$ cat src/rtl/if_fetch_pkg.sv
// Shared defines for the instruction fetch slice: bus widths, chip-enable levels
// and the default reset fetch address.
package if_fetch_pkg;

    localparam int InstAddrBus = 32;
    localparam int InstBus     = 64;

    localparam logic [InstBus-1:0]     ZeroDoubleWord   = 64'h0;
    localparam logic                   ChipEnable       = 1'b1;
    localparam logic                   ChipDisable      = 1'b0;
    localparam logic [InstAddrBus-1:0] RESET_PC_DEFAULT = 32'h0000_0000;

    // Queue entry layout: {pc, inst}
    localparam int QEntryW = InstAddrBus + InstBus;

endpackage

$ cat src/rtl/if_fetch_queue.sv
// if_queue: small circular FIFO holding fetched {pc, inst} pairs.
// Clear empties it in one edge; head reads as zero when empty.
module if_queue #(
    parameter int DEPTH = 2,
    parameter int DW    = 96,
    localparam int AW   = (DEPTH > 1) ? $clog2(DEPTH) : 1,
    localparam int CW   = AW + 1
) (
    input  logic          clk,
    input  logic          rst,
    input  logic          clear,
    input  logic          push,
    input  logic          pop,
    input  logic [DW-1:0] push_data,
    output logic [DW-1:0] head_data,
    output logic [CW-1:0] count
);

    logic [DW-1:0] mem_q [DEPTH];
    logic [DW-1:0] mem_d [DEPTH];
    logic [AW-1:0] rd_ptr_q, rd_ptr_d;
    logic [AW-1:0] wr_ptr_q, wr_ptr_d;
    logic [CW-1:0] count_q, count_d;

    always_comb begin
        mem_d    = mem_q;
        rd_ptr_d = rd_ptr_q;
        wr_ptr_d = wr_ptr_q;
        count_d  = count_q;
        if (clear) begin
            rd_ptr_d = '0;
            wr_ptr_d = '0;
            count_d  = '0;
        end else begin
            // When full, push and pop share a slot: the old head is read out
            // before the edge and the new tail lands in its place.
            if (push) begin
                mem_d[wr_ptr_q] = push_data;
                wr_ptr_d        = wr_ptr_q + 1'b1;
            end
            if (pop) begin
                rd_ptr_d = rd_ptr_q + 1'b1;
            end
            case ({push, pop})
                2'b10:   count_d = count_q + 1'b1;
                2'b01:   count_d = count_q - 1'b1;
                default: count_d = count_q;
            endcase
        end
    end

    always_ff @(posedge clk) begin
        if (rst) begin
            rd_ptr_q <= '0;
            wr_ptr_q <= '0;
            count_q  <= '0;
        end else begin
            rd_ptr_q <= rd_ptr_d;
            wr_ptr_q <= wr_ptr_d;
            count_q  <= count_d;
        end
    end

    always_ff @(posedge clk) begin
        mem_q <= mem_d;
    end

    assign head_data = (count_q != '0) ? mem_q[rd_ptr_q] : '0;
    assign count     = count_q;

endmodule

$ cat src/rtl/if_fetch.sv
// Instruction fetch: pc register, ROM interface and a small queue toward decode.
// IF_ALIGN_CHECK_EN adds misalign_o and rejects redirects to non 8-byte targets.
module if_fetch
    import if_fetch_pkg::*;
#(
    parameter logic [InstAddrBus-1:0] RESET_PC = RESET_PC_DEFAULT,
    parameter int                     QDEPTH   = 2
) (
    input  logic                   clk,
    input  logic                   rst,
    output logic                   rom_ce,
    output logic [InstAddrBus-1:0] rom_addr,
    input  logic [InstBus-1:0]     rom_inst,
    input  logic                   id_ready,
    output logic                   id_valid,
    output logic [InstAddrBus-1:0] id_pc,
    output logic [InstBus-1:0]     id_inst,
    input  logic                   flush_i,
    input  logic [InstAddrBus-1:0] new_pc_i,
    input  logic                   branch_i,
    input  logic [InstAddrBus-1:0] branch_target_i
`ifdef IF_ALIGN_CHECK_EN
    ,
    output logic                   misalign_o
`endif
);

    localparam int QAW = $clog2(QDEPTH);
    localparam int QCW = QAW + 1;
    localparam logic [QCW-1:0] QDEPTH_C = QCW'(QDEPTH);

    generate
        if (QDEPTH != 2 && QDEPTH != 4) begin : g_bad_qdepth
            $error("if_fetch: QDEPTH must be 2 or 4");
        end
    endgenerate

    logic [InstAddrBus-1:0] pc_q, pc_d;
    logic [InstAddrBus-1:0] redirect_target;
    logic                   redirect;
    logic                   fetch;
    logic                   deq;
    logic [QCW-1:0]         count;
    logic [QEntryW-1:0]     head;

    // Exception flush outranks a branch redirect.
    assign redirect        = flush_i | branch_i;
    assign redirect_target = flush_i ? new_pc_i : branch_target_i;

    assign id_valid = !rst && (count != '0);
    assign id_pc    = id_valid ? head[QEntryW-1:InstBus] : '0;
    assign id_inst  = id_valid ? head[InstBus-1:0]       : ZeroDoubleWord;

    always_comb begin
        deq   = id_valid && id_ready && !redirect;
        fetch = !rst && !redirect && ((count < QDEPTH_C) || deq);
        pc_d  = pc_q;
        if (redirect) begin
`ifdef IF_ALIGN_CHECK_EN
            if (redirect_target[2:0] == 3'b000) begin
                pc_d = redirect_target;
            end
`else
            pc_d = redirect_target & ~32'd7;
`endif
        end else if (fetch) begin
            pc_d = pc_q + 32'd8;
        end
    end

    always_ff @(posedge clk) begin
        if (rst) begin
            pc_q <= RESET_PC;
        end else begin
            pc_q <= pc_d;
        end
    end

`ifdef IF_ALIGN_CHECK_EN
    logic misalign_q, misalign_d;

    always_comb begin
        misalign_d = redirect && (redirect_target[2:0] != 3'b000);
    end

    always_ff @(posedge clk) begin
        if (rst) begin
            misalign_q <= 1'b0;
        end else begin
            misalign_q <= misalign_d;
        end
    end

    assign misalign_o = misalign_q && !rst;
`endif

    assign rom_ce   = fetch ? ChipEnable : ChipDisable;
    assign rom_addr = rst ? RESET_PC : pc_q;

    if_queue #(
        .DEPTH (QDEPTH),
        .DW    (QEntryW)
    ) u_queue (
        .clk       (clk),
        .rst       (rst),
        .clear     (redirect),
        .push      (fetch),
        .pop       (deq),
        .push_data ({pc_q, rom_inst}),
        .head_data (head),
        .count     (count)
    );

endmodule
$ cat config.mk
export PLATFORM = sky130hd
export DESIGN_NAME = if_fetch
export DESIGN_NICKNAME = d
export VERILOG_FILES = /design/src/rtl/if_fetch_pkg.sv /design/src/rtl/if_fetch_queue.sv /design/src/rtl/if_fetch.sv
export SDC_FILE = /design/constraint.sdc
export NUM_CORES = 1
export LEC_CHECK = 0
export CAP_MARGIN = 40
export CORE_ASPECT_RATIO = 1.5
export CORE_MARGIN = 4
export CORE_UTILIZATION = 40
export DETAILED_ROUTE_END_ITERATION = 8
export MAX_ROUTING_LAYER = met4
export PLACE_DENSITY = 0.68
export SYNTH_ARGS = -nofsm -noshare
export SYNTH_HDL_FRONTEND = slang
export SYNTH_HIERARCHICAL = 1
export SYNTH_SLANG_ARGS = --single-unit
$ cat constraint.sdc
create_clock -name clk -period 16.83 [get_ports clk]
set_input_delay 1.683 -clock clk [delete_from_list [all_inputs] [get_ports clk]]
set_output_delay 1.683 -clock clk [all_outputs]
set_load 0.01 [all_outputs]
# Word level (Yosys, flattened, before mapping)
# Index checks and enable logic that the tools add are counted.
[classes]
add_sub_neg = 5
magnitude_cmp = 4
eq_ne = 2
mux = 15
n_bitwise = 4
reduce_logical = 14
[ops]
columns = ["operator", "n"]
rows = [
  ["$mux 96", 5],
  ["$bwmux 192", 1],
  ["$mux 32", 5],
  ["$demux 96 s1", 1],
  ["$mux 64", 1],
  ["$add 32x4->32 const B", 1],
  ["$logic_and 1x1->1", 6],
  ["$reduce_bool 2->1", 3],
  ["$ge 2x2->1 const B", 2],
  ["$not 1->2", 2],
  ["$pmux 2 s2", 1],
  ["$add 1x1->1 const B", 2],
  ["$add 2x1->2 const B", 1],
  ["$eq 2x1->1 const B", 1],
  ["$eq 2x2->1 const B", 1],
  ["$logic_not 1->1", 2],
  ["$lt 2x1->1 const B", 1],
  ["$lt 2x2->1 const B", 1],
  ["$reduce_and 2->1", 1],
  ["$reduce_or 2->1", 1],
  ["$sub 2x1->2 const B", 1],
  ["$logic_or 1x1->1", 1],
  ["$mux 1", 1],
  ["$not 1->1", 1],
  ["$or 1x1->1", 1],
]
[word_totals]
ff_bits = 228
elab_cells = 51

# Logic depth before layout (Yosys ltp)
[depth]
depth_word = 8
ltp_mapped = 9
mapped_depth_nobuf = 8

# By module
# Netlist, hierarchy kept.
[modules_own_cells]
columns = ["mod", "instances", "cells_each", "area_per_inst_um2"]
rows = [
  ["if_queue", 1, 424, 7377.1],
  ["if_fetch", 1, 438, 3051.7],
]

# Worst setup path after synthesis
# OpenSTA, ideal clock, no wires.
[synth_timing]
path_type = "input-to-reg"
from = "input port branch_i"
to = "register u_queue/mem_q[0] in the netlist's numbering (enable)"
arrival_time_ps = 10069
t_required_ps = 16141
setup_slack_ps = 6073
path_stages = 6
n_path_buf = 1
path_cell_list = "buf_2 -> nor2_2 -> clkinv_1 -> nor3_1 -> inv_1 -> nor3b_1"
[synth_via]
elab_chain_len = 6
word_cells_on_any_way = 8
cone_classes = "2 x bitwise; 6 x reduce/logical"
[synth_rtl]
columns = ["item", "line_no", "text"]
rows = [
  ["start: declaration", "if_fetch.sv:20", "input logic branch_i,"],
  ["$or 1x1->1 *", "if_fetch.sv:47", "assign redirect = flush_i | branch_i;"],
  ["net redirect", "if_fetch.sv:40", "logic redirect;"],
  ["$logic_not 1->1", "if_fetch.sv:55, if_fetch.sv:56", ""],
  ["$logic_and 1x1->1", "if_fetch.sv:55", "deq = id_valid && id_ready && !redirect;"],
  ["$logic_or 1x1->1", "if_fetch.sv:56", "fetch = !rst && !redirect && ((count < QDEPTH_C) || deq);"],
  ["$logic_and 1x1->1", "if_fetch.sv:56", ""],
  ["$reduce_and 2->1 (no line) *", "--", ""],
  ["end signal: assignment", "if_fetch_queue.sv:65", "mem_q <= mem_d;"],
  ["end: declaration", "if_fetch_queue.sv:19", "logic [DW-1:0] mem_q [DEPTH];"],
]
# The timed path passes the listed nets; every way through them passes the cells marked *.
# A chain may end at the register's enable or synchronous reset.

# Worst setup path in the final report
[layout_timing]
from = "input port branch_i"
to = "output port rom_ce"
[layout_via]
elab_chain_len = 6
word_cells_on_any_way = 7
cone_classes = "1 x mux; 1 x bitwise; 5 x reduce/logical"
[layout_rtl]
columns = ["item", "line_no", "text"]
rows = [
  ["$or 1x1->1 *", "if_fetch.sv:47", ""],
  ["net redirect", "if_fetch.sv:40", ""],
  ["$logic_not 1->1 *", "if_fetch.sv:55, if_fetch.sv:56", ""],
  ["$logic_and 1x1->1", "if_fetch.sv:55", ""],
  ["$logic_or 1x1->1", "if_fetch.sv:56", ""],
  ["$logic_and 1x1->1 *", "if_fetch.sv:56", ""],
  ["$mux 1 *", "if_fetch.sv:97", "assign rom_ce = fetch ? ChipEnable : ChipDisable;"],
  ["end: declaration", "if_fetch.sv:11", "output logic rom_ce,"],
]
# Marked as above.

==> flow_summary_export.csv <==
group,metric,value,unit
outcome,status,"finished, final reports clean",
power,p_total,1180,uW
timing,finalClockSkew,0.0120,ns
synth,syn_area_per_cell,12.1,um^2
layout,fillers,2241,
grt,grt_pass1_wl,41300,um
hold_path,hold_path_class,"flip-flop to flip-flop",
layout,finish.instance_area,14000,um^2
critical_path,r2r-start,"u_queue/count[1]",
floorplan,initial_utilization,40.5,%
timing,rsz0062_at_grt,"false",
timing,fmax,141,MHz
route,vias,7524,
job,cap_violations,0,
clock_tree,hold_buffers,0,
route,drc,0,
synth,synth_seq_area_share,61.6,%
timing,drv_slew,0,
critical_path,startpoint,"branch_i",
floorplan,row_count,72,
critical_path,crit_required,15.15,ns
clock_tree,ctsResizeCount,0,
critical_path,crit_path_frequent_cell,"clkdlybuf4s50_1",
critical_path,reg2reg_slack,13.48,ns
critical_path,cp-start-kind,"input pin",
critical_path,path_cells,"clkdlybuf4s50_1 > nor2_2 > clkinv_1 > nor3_1 > clkdlybuf4s50_1",
clock_tree,cts_setup_buffers,0,
critical_path,rr_endpoint,"u_queue/mem_q[172]",
synth,syn_inst,862,
placement,gp_congestion,0.959,
power,p_per_area,84.3,nW/um^2
floorplan,core-area,25800,um^2
floorplan,io_pins,263,
synth,synth.distinct_cells,61,
floorplan,die_h,206,um
critical_path,crit_arrival,5.39,ns
route,wl_per_cell,18.6,um
layout,fin_nets,1237,
floorplan,die_w,140,um
synth,synth_ff_type,"edfxtp_1",
placement,portBuffers,253,
synth,synth_edf_count,192,
layout,drive_gt1_share,5.65,%
timing,maxSlewHeadroom,41.8,%
power,ir_drop,0.0544,mV
clock_tree,clk_latency,0.49,ns
critical_path,slowest_delay,0.86,ns
timing,worst_pin_slew,0.865,ns
timing,layout_min_cycle_time,7.07,ns
route,vias_per_cell,5.19,
critical_path,endpoint,"rom_ce",
placement,place_area,13300,um^2
critical_path,crit_path_top_delay_cell,"nor3_1",
layout,syn_to_final_growth,34.4,%
timing,period_share,42.0,%
floorplan,dieArea,28800,um^2
critical_path,r2r_cells,6,
layout,final_util,54.4,%
clock_tree,root_buffer,"clkbuf_16",
clock_tree,cts_tree,"built",
layout,antenna_cells,0,
power,power_leakage,0.00452,uW
synth,ys_warn_count,6,
timing,final_hold_viol_count,0,
route,drtPass1Iterations,4,
clock_tree,numClockSinks,225,
clock_tree,cts_max_level,1,
placement,dp_hpwl,18600,um
route,ant_nets,0,
synth,synth_seq_cells,225,
synth,async_reset_ff_share,0,%
grt,overflow,0,
route,drt_iter0_drc,382,
clock_tree,cts_buffers,21,
grt,antenna_found_initial,0,
clock_tree,path_clk_slew,0.07,ns
route,wl,27000,um
critical_path,criticalPathCategory,"input pin to primary output",
timing,fin_tns_setup,0,ns
layout,instances_no_fill,1449,
critical_path,cp-end-kind,"primary output",
clock_tree,cts_buffer_depth,3,
grt,grt.total_usage,18.6,%
synth,synth_area,10400,um^2
placement,dp.cells,1412,
timing,finalSetupViolCount,0,
grt,grt_pass1_vias,7410,
hold_path,hp-start,"pc_q[30]",
critical_path,critPathMaxFanout,19,
grt,grt_max_degree,66,
==> critical path: cells and delay by family <==
kind / cells / cell delay (ns)
buf+inv: 3 / 2.09
simple gates: 2 / 1.60
==> flip-flops by register name, indices dropped and copies added (netlist names) <==
signal	count
u_queue/wr_ptr_q	1
u_queue/count	2
pc_q	29
u_queue/mem_q	192
u_queue/rd_ptr_q	1
==> layout by cell type, fill, tap and decap left out, types with 4 or more instances in the layout <==
| cell | instances |
|---|---|
| a31oi_1 | 5 |
| a22oi_1 | 11 |
| conb_1 | 9 |
| o221ai_1 | 6 |
| edfxtp_1 | 192 |
| nor2_1 | 117 |
| xnor2_1 | 7 |
| o22ai_1 | 7 |
| and2_1 | 98 |
| nor2b_1 | 27 |
| dfxtp_1 | 32 |
| clkdlybuf4s50_1 | 252 |
| a211oi_1 | 6 |
| nand2b_1 | 4 |
| and4_1 | 4 |
| a22o_1 | 4 |
| mux2i_1 | 99 |
| nand2_1 | 28 |
| nor4_1 | 11 |
| o21ai_0 | 15 |
| nand4_1 | 12 |
| buf_4 | 13 |
| and3_1 | 7 |
| inv_1 | 8 |
| nor3_1 | 22 |
| a21oi_1 | 8 |
| clkbuf_16 | 21 |
| nand3_1 | 16 |
==> cells by family (layout without fill, tap and decap cells) <==
logic type,count (synthesis),count (layout),synth area share [%]
and+or+nand+nor,363,363,18.3
DFF,225,225,61.6
muxes,99,99,9.50
AOI/OAI and AO/OA,93,93,6.53
buffers and inverters,71,317,3.14
xor gates and xnor gates,8,8,0.672
adders and majority gates,2,2,0.240
other,1,9,0.0360
==> final cells by class <==
cell class	count	area [um^2]	area share [%]
timing repair buffer	269	2700	19.3
sequential	225	6430	45.9
multi-input combinational	574	3730	26.6
clock buffer	27	578	4.12
tap	333	417	2.97
inverter	11	41.3	0.295
clock inverter	10	123	0.875
==> power by group <==
part | internal (uW) | switching, uW | total [uW]
combinational | 45.0 | 31.7 | 76.8
clock | 277 | 204 | 481
sequential | 613 | 11.5 | 624
total | 935 | 247 | 1180
==> Yosys cell counts, drive strengths merged (16+ instances only) <==
cell type    n  share of area [%]
edfxtp     192                 55
clkbuf      28                1.0
nor2       120                4.3
nand3       16               0.77
and2        99                6.0
nor3        24                1.2
nand2       29                1.1
o21ai       16               0.77
buf         32                1.7
mux2i       99                9.5
dfxtp       33                6.3
nor2b       27                1.6
==> routing by layer <==
layer | GRT usage [%] | vias up | routed length [um]
met5 | - | - | 0
met4 | 6.23 | 0 | 703
met3 | 2.23 | 40 | 1320
met2 | 33.7 | 236 | 14600
met1 | 21.4 | 3628 | 10400
li1 | - | 3620 | -
==> how the worst min path moves through the flow <==
| stage | cells after the start | slack (ns) | to |
|---|---|---|---|
| global placement | 0 | 0.50 | u_queue/mem_q[190] |
| finish | 0 | 0.52 | u_queue/mem_q[190] |
| global route | 0 | 0.53 | u_queue/mem_q[190] |
| floorplan | 0 | 0.42 | u_queue/mem_q[165] |
| CTS | 0 | 0.52 | u_queue/mem_q[190] |
| detailed placement | 0 | 0.50 | u_queue/mem_q[94] |
==> metrics by stage <==
| stage | hold WS, ns | setup slack, ns |
|---|---|---|
| final | 0.525 | 9.76 |
| after global routing | 0.533 | 9.57 |
| after CTS | 0.522 | 9.84 |
| after detailed placement | 0.503 | 9.85 |
| after global placement | 0.501 | 9.69 |
| after floorplan | 0.420 | 6.07 |
(Power assumes the default switching activity.)
